`src/rtl/multicycle_controller_if.sv`:
```
// Control bus between the multicycle controller (master) and the datapath (slave):
// instruction/compare feedback in, mux selects and write strobes out.
interface multicycle_controller_if;
  logic [15:0] IRout;
  logic        compare;

  logic [2:0]  Mux1_alu_B;
  logic [2:0]  Mux2_alu_A;
  logic [1:0]  Mux3_RF_wen;
  logic [2:0]  Mux4_RF_wadd;
  logic [1:0]  Mux5_RF_read2;
  logic        Mux6_RF_dataIn;
  logic [1:0]  Mux8_memwrite;
  logic        Mux9_memDataIn;
  logic        CZ_en;
  logic        ALU_op;
  logic        wIR;
  logic        wAtmp;
  logic        T1write;
  logic [2:0]  counter;
  logic [4:0]  state_dbg;

  modport master (
    input  IRout,
    input  compare,
    output Mux1_alu_B,
    output Mux2_alu_A,
    output Mux3_RF_wen,
    output Mux4_RF_wadd,
    output Mux5_RF_read2,
    output Mux6_RF_dataIn,
    output Mux8_memwrite,
    output Mux9_memDataIn,
    output CZ_en,
    output ALU_op,
    output wIR,
    output wAtmp,
    output T1write,
    output counter,
    output state_dbg
  );

  modport slave (
    output IRout,
    output compare,
    input  Mux1_alu_B,
    input  Mux2_alu_A,
    input  Mux3_RF_wen,
    input  Mux4_RF_wadd,
    input  Mux5_RF_read2,
    input  Mux6_RF_dataIn,
    input  Mux8_memwrite,
    input  Mux9_memDataIn,
    input  CZ_en,
    input  ALU_op,
    input  wIR,
    input  wAtmp,
    input  T1write,
    input  counter,
    input  state_dbg
  );
endinterface

```
`src/rtl/multicycle_controller.sv`:
```
// Control FSM of the multicycle RISC core: sequences fetch/execute/memory/write-back
// states per opcode and drives all datapath selects and strobes as registered outputs.
module multicycle_controller (
  input  logic                           clk,
  input  logic                           proc_rst,
  multicycle_controller_if.master        bus
);

  typedef enum logic [4:0] {
    S_RST  = 5'd0,
    S_F0   = 5'd1,
    S_F1   = 5'd2,
    S_F2   = 5'd3,
    S_EX   = 5'd4,
    S_WB   = 5'd5,
    S_MEM  = 5'd6,
    S_MA0  = 5'd7,
    S_MADR = 5'd8,
    S_MXF  = 5'd9,
    S_B1   = 5'd10,
    S_B2   = 5'd11,
    S_J0   = 5'd12,
    S_J1   = 5'd13,
    S_J2   = 5'd14,
    S_J3   = 5'd15
  } state_t;

  localparam logic [3:0] OP_ADD = 4'b0000;
  localparam logic [3:0] OP_ADI = 4'b0001;
  localparam logic [3:0] OP_NDU = 4'b0010;
  localparam logic [3:0] OP_LHI = 4'b0011;
  localparam logic [3:0] OP_LW  = 4'b0100;
  localparam logic [3:0] OP_SW  = 4'b0101;
  localparam logic [3:0] OP_LM  = 4'b0110;
  localparam logic [3:0] OP_SM  = 4'b0111;
  localparam logic [3:0] OP_JAL = 4'b1000;
  localparam logic [3:0] OP_JLR = 4'b1001;
  localparam logic [3:0] OP_BEQ = 4'b1100;

  localparam logic [2:0] B_ZERO = 3'd0;
  localparam logic [2:0] B_B    = 3'd2;
  localparam logic [2:0] B_IMM6 = 3'd3;
  localparam logic [2:0] B_CNT  = 3'd4;

  localparam logic [2:0] A_ZERO = 3'd0;
  localparam logic [2:0] A_ONE  = 3'd1;
  localparam logic [2:0] A_SH7  = 3'd2;
  localparam logic [2:0] A_IMM6 = 3'd3;
  localparam logic [2:0] A_IMM9 = 3'd4;
  localparam logic [2:0] A_A    = 3'd5;
  localparam logic [2:0] A_TMPA = 3'd6;

  localparam logic [1:0] WEN_ON  = 2'd1;
  localparam logic [1:0] WEN_CZ  = 2'd2;
  localparam logic [1:0] WEN_BIT = 2'd3;

  localparam logic [2:0] WA_IR11 = 3'd0;
  localparam logic [2:0] WA_IR5  = 3'd1;
  localparam logic [2:0] WA_CNT  = 3'd2;
  localparam logic [2:0] WA_R7   = 3'd3;
  localparam logic [2:0] WA_IR8  = 3'd4;

  localparam logic [1:0] RD2_IR8 = 2'd0;
  localparam logic [1:0] RD2_CNT = 2'd1;
  localparam logic [1:0] RD2_R7  = 2'd2;

  localparam logic [1:0] MW_ON  = 2'd1;
  localparam logic [1:0] MW_BIT = 2'd2;

  typedef struct packed {
    logic [2:0] mux1;
    logic [2:0] mux2;
    logic [1:0] mux3;
    logic [2:0] mux4;
    logic [1:0] mux5;
    logic       mux6;
    logic [1:0] mux8;
    logic       mux9;
    logic       cz_en;
    logic       alu_op;
    logic       w_ir;
    logic       w_atmp;
    logic       t1_write;
  } ctrl_t;

  state_t     state_q, state_d;
  logic [2:0] counter_q, counter_d;
  logic       take_q, take_d;
  ctrl_t      ctrl_q;
  logic [3:0] opcode;
  logic       unused_ir_bits;

  assign opcode         = bus.IRout[15:12];
  assign unused_ir_bits = ^bus.IRout[11:0];

  // Moore decode of one state (opcode refines EX/WB/MEM/MXF/J2); registered below.
  function automatic ctrl_t decode(input state_t st, input logic [3:0] op);
    ctrl_t c;
    c = '0;
    case (st)
      S_F0: begin
        c.mux5 = RD2_R7; c.mux2 = A_ZERO; c.mux1 = B_B; c.t1_write = 1'b1;
      end
      S_F1: begin
        c.w_ir = 1'b1;
        c.mux5 = RD2_R7; c.mux2 = A_ONE; c.mux1 = B_B; c.t1_write = 1'b1;
      end
      S_F2, S_B2, S_J3: begin
        c.mux4 = WA_R7; c.mux6 = 1'b1; c.mux3 = WEN_ON;
      end
      S_EX: begin
        case (op)
          OP_ADD, OP_NDU: begin
            c.mux2 = A_A; c.mux1 = B_B; c.mux5 = RD2_IR8;
            c.t1_write = 1'b1; c.cz_en = 1'b1; c.alu_op = (op == OP_NDU);
          end
          OP_ADI: begin
            c.mux2 = A_A; c.mux1 = B_IMM6; c.t1_write = 1'b1; c.cz_en = 1'b1;
          end
          OP_LHI: begin
            c.mux2 = A_SH7; c.mux1 = B_ZERO; c.t1_write = 1'b1;
          end
          OP_LW, OP_SW: begin
            c.mux2 = A_IMM6; c.mux1 = B_B; c.mux5 = RD2_IR8; c.t1_write = 1'b1;
          end
          OP_BEQ: begin
            c.mux2 = A_A; c.mux1 = B_B; c.mux5 = RD2_IR8;
          end
          default: ;
        endcase
      end
      S_WB: begin
        case (op)
          OP_ADD, OP_NDU: begin
            c.mux3 = WEN_CZ; c.mux4 = WA_IR5; c.mux6 = 1'b1;
          end
          OP_ADI: begin
            c.mux4 = WA_IR8; c.mux3 = WEN_ON; c.mux6 = 1'b1;
          end
          OP_LHI: begin
            c.mux4 = WA_IR11; c.mux3 = WEN_ON; c.mux6 = 1'b1;
          end
          default: ;
        endcase
      end
      S_MEM: begin
        if (op == OP_LW) begin
          c.mux6 = 1'b0; c.mux3 = WEN_ON;
        end else if (op == OP_SW) begin
          c.mux8 = MW_ON; c.mux9 = 1'b0;
        end
      end
      S_MA0: c.w_atmp = 1'b1;
      S_MADR: begin
        c.mux2 = A_TMPA; c.mux1 = B_CNT; c.t1_write = 1'b1;
      end
      S_MXF: begin
        if (op == OP_LM) begin
          c.mux3 = WEN_BIT; c.mux4 = WA_CNT; c.mux6 = 1'b0;
        end else if (op == OP_SM) begin
          c.mux8 = MW_BIT; c.mux9 = 1'b1; c.mux5 = RD2_CNT;
        end
      end
      S_B1: begin
        c.mux2 = A_IMM6; c.mux1 = B_B; c.mux5 = RD2_R7; c.t1_write = 1'b1;
      end
      S_J0: begin
        c.mux5 = RD2_R7; c.mux2 = A_ZERO; c.mux1 = B_B; c.t1_write = 1'b1;
      end
      S_J1: begin
        c.mux4 = WA_IR11; c.mux3 = WEN_ON; c.mux6 = 1'b1;
      end
      S_J2: begin
        if (op == OP_JAL) begin
          c.mux2 = A_IMM9; c.mux1 = B_B; c.mux5 = RD2_R7;
        end else begin
          c.mux2 = A_ZERO; c.mux1 = B_B; c.mux5 = RD2_IR8;
        end
        c.t1_write = 1'b1;
      end
      default: ;
    endcase
    return c;
  endfunction

  always_comb begin
    state_d   = state_q;
    counter_d = counter_q;
    take_d    = take_q;
    case (state_q)
      S_RST: state_d = S_F0;
      S_F0:  state_d = S_F1;
      S_F1:  state_d = S_F2;
      S_F2: begin
        case (opcode)
          OP_ADD, OP_ADI, OP_NDU, OP_LHI,
          OP_LW, OP_SW, OP_BEQ:      state_d = S_EX;
          OP_LM, OP_SM:              state_d = S_MA0;
          OP_JAL, OP_JLR:            state_d = S_J0;
          default:                   state_d = S_F0;
        endcase
      end
      S_EX: begin
        if (opcode == OP_BEQ) begin
          take_d  = bus.compare;
          state_d = take_d ? S_B1 : S_F0;
        end else if (opcode == OP_LW || opcode == OP_SW) begin
          state_d = S_MEM;
        end else begin
          state_d = S_WB;
        end
      end
      S_WB, S_MEM: state_d = S_F0;
      S_MA0: begin
        counter_d = 3'd0;
        state_d   = S_MADR;
      end
      S_MADR: state_d = S_MXF;
      // Eight transfers: the index wraps to 0 as the loop exits.
      S_MXF: begin
        counter_d = counter_q + 3'd1;
        state_d   = (counter_q == 3'd7) ? S_F0 : S_MADR;
      end
      S_B1: state_d = S_B2;
      S_B2: state_d = S_F0;
      S_J0: state_d = S_J1;
      S_J1: state_d = S_J2;
      S_J2: state_d = S_J3;
      S_J3: state_d = S_F0;
      default: state_d = S_RST;
    endcase
  end

  always_ff @(posedge clk) begin
    if (proc_rst) begin
      state_q   <= S_RST;
      counter_q <= 3'd0;
      take_q    <= 1'b0;
      ctrl_q    <= '0;
    end else begin
      state_q   <= state_d;
      counter_q <= counter_d;
      take_q    <= take_d;
      ctrl_q    <= decode(state_d, opcode);
    end
  end

  assign bus.Mux1_alu_B     = ctrl_q.mux1;
  assign bus.Mux2_alu_A     = ctrl_q.mux2;
  assign bus.Mux3_RF_wen    = ctrl_q.mux3;
  assign bus.Mux4_RF_wadd   = ctrl_q.mux4;
  assign bus.Mux5_RF_read2  = ctrl_q.mux5;
  assign bus.Mux6_RF_dataIn = ctrl_q.mux6;
  assign bus.Mux8_memwrite  = ctrl_q.mux8;
  assign bus.Mux9_memDataIn = ctrl_q.mux9;
  assign bus.CZ_en          = ctrl_q.cz_en;
  assign bus.ALU_op         = ctrl_q.alu_op;
  assign bus.wIR            = ctrl_q.w_ir;
  assign bus.wAtmp          = ctrl_q.w_atmp;
  assign bus.T1write        = ctrl_q.t1_write;
  assign bus.counter        = counter_q;
  assign bus.state_dbg      = state_q;

endmodule
```
`src/flat_wrapper.sv`:
```
// flat-port wrapper written by rule: the top's interface ports become plain ports
module multicycle_controller_flat 
  (clk, proc_rst, bus_IRout, bus_compare, bus_Mux1_alu_B, bus_Mux2_alu_A, bus_Mux3_RF_wen, bus_Mux4_RF_wadd, bus_Mux5_RF_read2, bus_Mux6_RF_dataIn, bus_Mux8_memwrite, bus_Mux9_memDataIn, bus_CZ_en, bus_ALU_op, bus_wIR, bus_wAtmp, bus_T1write, bus_counter, bus_state_dbg);
  multicycle_controller_if bus_i ();
  input  logic clk;
  input  logic proc_rst;
  input wire logic [$bits(bus_i.IRout)-1:0] bus_IRout;
  input wire logic [$bits(bus_i.compare)-1:0] bus_compare;
  output wire logic [$bits(bus_i.Mux1_alu_B)-1:0] bus_Mux1_alu_B;
  output wire logic [$bits(bus_i.Mux2_alu_A)-1:0] bus_Mux2_alu_A;
  output wire logic [$bits(bus_i.Mux3_RF_wen)-1:0] bus_Mux3_RF_wen;
  output wire logic [$bits(bus_i.Mux4_RF_wadd)-1:0] bus_Mux4_RF_wadd;
  output wire logic [$bits(bus_i.Mux5_RF_read2)-1:0] bus_Mux5_RF_read2;
  output wire logic [$bits(bus_i.Mux6_RF_dataIn)-1:0] bus_Mux6_RF_dataIn;
  output wire logic [$bits(bus_i.Mux8_memwrite)-1:0] bus_Mux8_memwrite;
  output wire logic [$bits(bus_i.Mux9_memDataIn)-1:0] bus_Mux9_memDataIn;
  output wire logic [$bits(bus_i.CZ_en)-1:0] bus_CZ_en;
  output wire logic [$bits(bus_i.ALU_op)-1:0] bus_ALU_op;
  output wire logic [$bits(bus_i.wIR)-1:0] bus_wIR;
  output wire logic [$bits(bus_i.wAtmp)-1:0] bus_wAtmp;
  output wire logic [$bits(bus_i.T1write)-1:0] bus_T1write;
  output wire logic [$bits(bus_i.counter)-1:0] bus_counter;
  output wire logic [$bits(bus_i.state_dbg)-1:0] bus_state_dbg;
  assign bus_i.IRout = bus_IRout;
  assign bus_i.compare = bus_compare;
  assign bus_Mux1_alu_B = bus_i.Mux1_alu_B;
  assign bus_Mux2_alu_A = bus_i.Mux2_alu_A;
  assign bus_Mux3_RF_wen = bus_i.Mux3_RF_wen;
  assign bus_Mux4_RF_wadd = bus_i.Mux4_RF_wadd;
  assign bus_Mux5_RF_read2 = bus_i.Mux5_RF_read2;
  assign bus_Mux6_RF_dataIn = bus_i.Mux6_RF_dataIn;
  assign bus_Mux8_memwrite = bus_i.Mux8_memwrite;
  assign bus_Mux9_memDataIn = bus_i.Mux9_memDataIn;
  assign bus_CZ_en = bus_i.CZ_en;
  assign bus_ALU_op = bus_i.ALU_op;
  assign bus_wIR = bus_i.wIR;
  assign bus_wAtmp = bus_i.wAtmp;
  assign bus_T1write = bus_i.T1write;
  assign bus_counter = bus_i.counter;
  assign bus_state_dbg = bus_i.state_dbg;
  multicycle_controller u_core (.clk(clk), .proc_rst(proc_rst), .bus(bus_i));
endmodule
```
`config.mk`:
```
export PLATFORM = sky130hd
export DESIGN_NAME = multicycle_controller_flat
export DESIGN_NICKNAME = d
export VERILOG_FILES = /design/src/rtl/multicycle_controller_if.sv /design/src/rtl/multicycle_controller.sv /design/src/flat_wrapper.sv
export SDC_FILE = /design/constraint.sdc
export NUM_CORES = 1
export LEC_CHECK = 0
export BUFFER_PORTS_ARGS = -buffer_cell sky130_fd_sc_hd__buf_4
export CAP_MARGIN = 20
export CORE_AREA = 2 2 59 61
export DETAILED_ROUTE_END_ITERATION = 8
export DIE_AREA = 0 0 61 63
export GPL_TIMING_DRIVEN = 0
export PLACE_DENSITY = 0.88
export SYNTH_ARGS = -nofsm -noshare
export SYNTH_HDL_FRONTEND = slang
export SYNTH_SLANG_ARGS = --single-unit
```
`constraint.sdc`:
```
create_clock -name clk -period 2.79 [get_ports clk]
set_input_delay 0.558 -clock clk [delete_from_list [all_inputs] [get_ports clk]]
set_output_delay 0.558 -clock clk [all_outputs]
set_load 0.01 [all_outputs]
```
Word-level counts from Yosys, hierarchy flattened
Memory sizes are Yosys's and may differ from the RTL's.
Cells that the tools add are included.
{"block": "totals", "out_inout_bits": 30, "input_bits": 19, "word_cells": 107, "regBits": 30, "n_memories": 1, "rom_bits": 64}
{"memory": "(no name shown)", "depth": 16, "word_bits": 4, "read_ports": 1, "rd_clocked_by_memory_dff": 0, "write_ports": 0, "line": "multicycle_controller.sv:195", "source": "case (opcode)"}
{"block": "classes", "bitwise_logic": 2, "reduce_logical": 18, "eq_ne": 40, "mux": 30, "add_sub_neg": 1}
{"operator": "$eq A5 B4 Y1 const B", "count": 16}
{"operator": "$pmux W5 S12", "count": 1}
{"operator": "$eq A5 B3 Y1 const B", "count": 8}
{"operator": "$pmux W6 S6", "count": 1}
{"operator": "$eq A5 B2 Y1 const B", "count": 4}
{"operator": "$pmux W5 S4", "count": 1}
{"operator": "$eq A4 B3 Y1 const B", "count": 4}
{"operator": "$pmux W5 S3", "count": 1}
{"operator": "$pmux W3 S2", "count": 2}
{"operator": "$reduce_or A3 Y1", "count": 4}
{"operator": "$reduce_or A4 Y1", "count": 3}
{"operator": "$reduce_or A6 Y1", "count": 2}
{"operator": "$eq A5 B1 Y1 const B", "count": 2}
{"operator": "$mux W5", "count": 2}
{"operator": "$mux W3", "count": 3}
{"operator": "$pmux W3 S3", "count": 1}
{"operator": "$eq A4 B2 Y1 const B", "count": 2}
{"operator": "$eq A4 B4 Y1 const B", "count": 2}
{"operator": "$mux W1", "count": 8}
{"operator": "$mux W2", "count": 4}
{"operator": "$mux W4", "count": 2}
{"operator": "$pmux W2 S4", "count": 1}
{"operator": "$reduce_or A2 Y1", "count": 4}
{"operator": "$pmux W2 S3", "count": 1}
{"operator": "10 further kinds", "count": 12}

Longest topological paths before layout
{"block": "depth", "ltp_word": 8, "ltp_mapped": 8, "depth_no_buf": 8}

Worst setup path before layout
Ideal clock, no wire load.
{"block": "synth_timing", "path_type": "input to register", "start": "input bus_IRout[13]", "end": "register u_core.ctrl_q, in the netlist u_core.bus.T1write", "setup_ns": 0.132, "setup_slack_ns": 0.617, "cell_stages": 7, "t_arrival_ns": 2.041, "required_ns": 2.658, "n_path_buf": 1, "cell_sequence": "clkbuf_1 nor4bb_1 or3b_1 o211ai_2 nor2_2 a32oi_1 a21oi_1"}
{"block": "synth_between", "elab_chain_cells": 8, "elab_cells_between_ends": 23, "classes_between": "13 x eq/ne; 5 x mux; 4 x reduce/logical; 1 x memory"}
{"element": "start, declared", "line": "flat_wrapper.sv:7", "source": "input wire logic [$bits(bus_i.IRout)-1:0] bus_IRout;"}
{"element": "$eq A4 B3 Y1", "line": "multicycle_controller.sv:112, multicycle_controller.sv:207"}
{"element": "$logic_or A1 B1 Y1", "line": "multicycle_controller.sv:207", "source": "end else if (opcode == OP_LW || opcode == OP_SW) begin"}
{"element": "$mux W2", "line": "multicycle_controller.sv:207"}
{"element": "$mux W5", "line": "multicycle_controller.sv:204", "source": "if (opcode == OP_BEQ) begin"}
{"element": "$pmux W5 S12", "line": "multicycle_controller.sv:190", "source": "case (state_q)"}
{"element": "$eq A5 B4 Y1, or another cell as far along", "line": "multicycle_controller.sv:100", "source": "case (st)"}
{"element": "$reduce_or A6 Y1 (no line)"}
{"element": "$pmux W1 S2 *", "line": "multicycle_controller.sv:100"}
{"element": "end signal, assigned", "line": "multicycle_controller.sv:244", "source": "ctrl_q <= decode(state_d, opcode);"}
{"element": "end, declared", "line": "multicycle_controller.sv:89", "source": "ctrl_t ctrl_q;"}
Every way passes the cells marked *; elsewhere a longest branch is shown, timed or not.
A chain may end at the register's enable or synchronous reset.

Worst setup path in the final report
{"block": "layout_timing", "start": "register u_core.state_q[3] (netlist: u_core.bus.state_dbg[3])", "end": "register u_core.ctrl_q, in the netlist u_core.bus.T1write"}
{"block": "layout_between", "elab_chain_cells": 6, "elab_cells_between_ends": 27, "classes_between": "22 x eq/ne; 2 x mux; 3 x reduce/logical"}
{"element": "start, declared", "line": "multicycle_controller.sv:86", "source": "state_t state_q, state_d;"}
{"element": "start signal, assigned", "line": "multicycle_controller.sv:241", "source": "state_q <= state_d;"}
{"element": "$eq A5 B3 Y1, or another cell as far along", "line": "multicycle_controller.sv:190"}
{"element": "$reduce_or A5 Y1 (no line)"}
{"element": "$pmux W5 S12 *", "line": "multicycle_controller.sv:190"}
{"element": "$eq A5 B4 Y1, or another cell as far along", "line": "multicycle_controller.sv:100"}
{"element": "$reduce_or A6 Y1 (no line)"}
{"element": "$pmux W1 S2 *", "line": "multicycle_controller.sv:100"}
Marks and branches as above.

==> summary.txt <==
Synth
  • Yosys top cell by area: dfxtp_1
  • Avg Inst Size Synth: 8.583 um2
  • Prevailing post-synth register cell: dfxtp_1
  • FF+latch count, synth: 28
  • Count leader, synth: dfxtp_1
  • Synth Cell Area: 1528 um2
  • EDFF count, synth: 0
  • Post-Synthesis Cells: 178
  • Post-synth net total: 199
  • Synth top area cells: dfxtp_1 37%, a21oi_1 3.9%, nand2_1 3.4%
  • Register area share after synthesis: 36.69%
  • Most frequent cells after synthesis: 28 x dfxtp_1, 14 x nand2_1, 14 x nor2_1, 12 x a21oi_1, 8 x clkbuf_1
  • Synth cell types: 54
  • Synth warnings: 0
  • Asr flop ratio synth: 0%
  • Synth top area share: 36.69%

Worst setup path
  • Kind of critical path: reg2reg
  • RR Startpoint: u_core.bus.state_dbg[3]$_SDFF_PP0_
  • Slowest stage delay, CP: 0.61 ns
  • WP data arrival: 2.50 ns
  • CP Cell Sequence: or4b_4 > or3b_1 > o211ai_2 > nor2_2 > a32oi_1 > a21oi_1
  • CP startpoint: u_core.bus.state_dbg[3]$_SDFF_PP0_
  • CP required: 3.00 ns
  • Delay-heaviest family, CP: simple AND/OR/NAND/NOR gates
  • Sum of buffers and inverters on the critical path: 0
  • Critical Path Fanout Max: 9
  • Crit-path slowest cell: or4b_4
  • CP startpoint kind: register
  • CP endpoint kind: register

Drt
  • Drt total wl: 3.574 mm
  • Via density: 5.649
  • Drt drc: 0
  • DR pass1 iterations: 4
  • 1st-iter DRT viols: 98
  • Number of nets with antenna violations after routing: 0
  • Vias: 1480
  • DR WL/cell: 13.64 um

Run
  • Total of max-cap violations: 0

Clock network
  • Root Buffer: clkbuf_4
  • Clk_lat worst skew: 0.33 ns
  • # H-tree levels: 1
  • Clock buffer depth: 2
  • CTS tree: yes
  • CTS Buf Count: 3
  • Hold Buf Count CTS: 0
  • Setup Buffers After CTS: 0
  • Clk sinks: 28
  • Post_cts resized: 0
  • Worst-path clk slew: 0.15 ns

Finish
  • Finished Core Util: 58.58%
  • Layout cells sized above 1: 28.70%
  • Diode count: 0
  • Filler Cell Count: 288
  • Area growth syn-to-layout: 23.92%
  • Number of nets in the layout: 238

STA
  • Worst Tran Pin Value: 0.5184 ns
  • Setup Skew: 0.006675 ns
  • Min Tclk post-route: 2.288 ns
  • Hold WS: 0.5600 ns
  • Hold Fails Final Rpt: 0
  • Period utilization: 82.00%
  • Setup tns final: 0 ns
  • Final setup violating endpoints: 0
  • Max-slew headroom: 64.97%
  • Unrepaired setup endpoints after global routing: no
  • Fmax: 437.1 MHz
  • Slew Limit Fails: 0
  • Final worst slack: 0.5022 ns

Pwr
  • Max VDD drop: 0.2025 mV
  • Pwr Density: 478.5 nW/um2
  • Pleak: 0.7414 nW

Placed design
  • Placer Congestion: 0.9504
  • Setup slack at placement: 0.2801 ns
  • HPWL Detailed: 2.706 mm
  • # port buffers: 34

Global route
  • Total GRT Usage: 20.25%
  • Initial antenna violation count: 0
  • Maximum number of pins on one net before global-route repair: 17
  • Vias in the first global route: 1284
  • GR Overflow Total: 0
  • First-pass GRT wire length: 5.989 mm

Die
  • Core region area: 3232 um2
  • Cell Rows: 21
  • DIE WIDTH: 61 um
  • # IOs: 49
  • Full die area: 3843 um2
  • Chip Height: 63 um
  • Initial Util: 47.27%

Min path
  • Hold Path Class: reg2reg
  • Worst hold start: u_core.bus.counter[2]$_SDFFE_PP0P_

Outcome
  • Status: complete, no violations
==> flip-flops by register name, indices dropped and copies added (netlist names) <==
signal	count
u_core.bus.T1write	1
u_core.bus.Mux1_alu_B	3
u_core.bus.counter	3
u_core.bus.ALU_op	1
u_core.bus.wIR	1
u_core.bus.Mux9_memDataIn	1
u_core.bus.Mux4_RF_wadd	3
u_core.bus.Mux8_memwrite	1
u_core.bus.Mux3_RF_wen	2
u_core.bus.Mux6_RF_dataIn	1
u_core.bus.wAtmp	1
u_core.bus.CZ_en	1
u_core.bus.Mux5_RF_read2	2
u_core.bus.state_dbg	4
u_core.bus.Mux2_alu_A	3
==> path summary, 6_finish.rpt <==
path / endpoint / slack [ns] / cells after the start
worst max-delay path: u_core.bus.T1write$_SDFF_PP0_ / 0.50 / 6
worst min-delay path: u_core.bus.counter[2]$_SDFFE_PP0P_ / 0.56 / 2
worst max register to register: u_core.bus.T1write$_SDFF_PP0_ / 0.50 / 6
worst min register to register: u_core.bus.counter[2]$_SDFFE_PP0P_ / 0.56 / 2
==> through the flow <==
stage	instance area (um2)	cells	power [mW]
final	1893	262	0.9059
after global routing	1893	262	0.9478
after CTS	1893	262	0.9029
after detailed placement	1841	258	0.6496
after global placement	1841	258	0.6483
after floorplan	1528	178	0.5814
==> kinds of logic (layout without fill, tap and decap cells) <==
group | count (synthesis) | in the layout | share of synthesized area, %
AND/OR/NAND/NOR | 76 | 76 | 28.67
adder cells (fa/ha/maj) | 2 | 2 | 1.638
other | 1 | 1 | 0.2455
AO/OA/AOI/OAI | 53 | 53 | 27.11
flip-flops | 28 | 28 | 36.69
buffers and inverters | 18 | 56 | 5.650
==> worst min-delay path, stage by stage, from the launching register on <==
cell and delay (ns):
dfxtp_1 0.36, a21oi_1 0.13, nor3_1 0.05
==> report_power, final <==
group	total, mW	switching, mW	internal [mW]
registers	0.429	0.00907	0.420
clock network	0.261	0.116	0.145
logic	0.216	0.126	0.0900
==> final cells by class <==
class | count | area, um2 | area share (%)
multi-input cells | 132 | 880.8 | 46.53
flip-flops and latches | 28 | 560.5 | 29.61
repair buffers | 34 | 255.2 | 13.48
plain buffers | 14 | 71.32 | 3.767
well taps | 46 | 57.56 | 3.040
clock inverters | 1 | 30.03 | 1.586
clock buffers | 3 | 22.52 | 1.190
inverters | 4 | 15.01 | 0.7931
==> placed cells by master (no fill, tap or decap), types with 4 or more instances in the layout <==
cell type | synthesis | routed
clkbuf_1 | 8 | 8
a211oi_1 | 4 | 4
nand2b_1 | 7 | 7
inv_1 | 4 | 4
o21ai_0 | 5 | 5
o21a_1 | 4 | 4
nor2_1 | 14 | 14
a21oi_1 | 12 | 12
nor2b_1 | 6 | 6
dfxtp_1 | 28 | 28
nor3_1 | 5 | 5
o22ai_1 | 4 | 4
buf_4 | 2 | 36
nand2_1 | 14 | 14
nor4_1 | 4 | 4
==> metal layers <==
metal | global-route usage, % | share of wire [%] | vias to the layer above
met2 | 29.17 | 46 | 88
met1 | 30.37 | 43 | 662
li1 | - | - | 722
met3 | 2.899 | 8.4 | 8
met5 | 0 | 0 | -
met4 | 7.065 | 2.1 | 0
(Power assumes the default switching activity.)
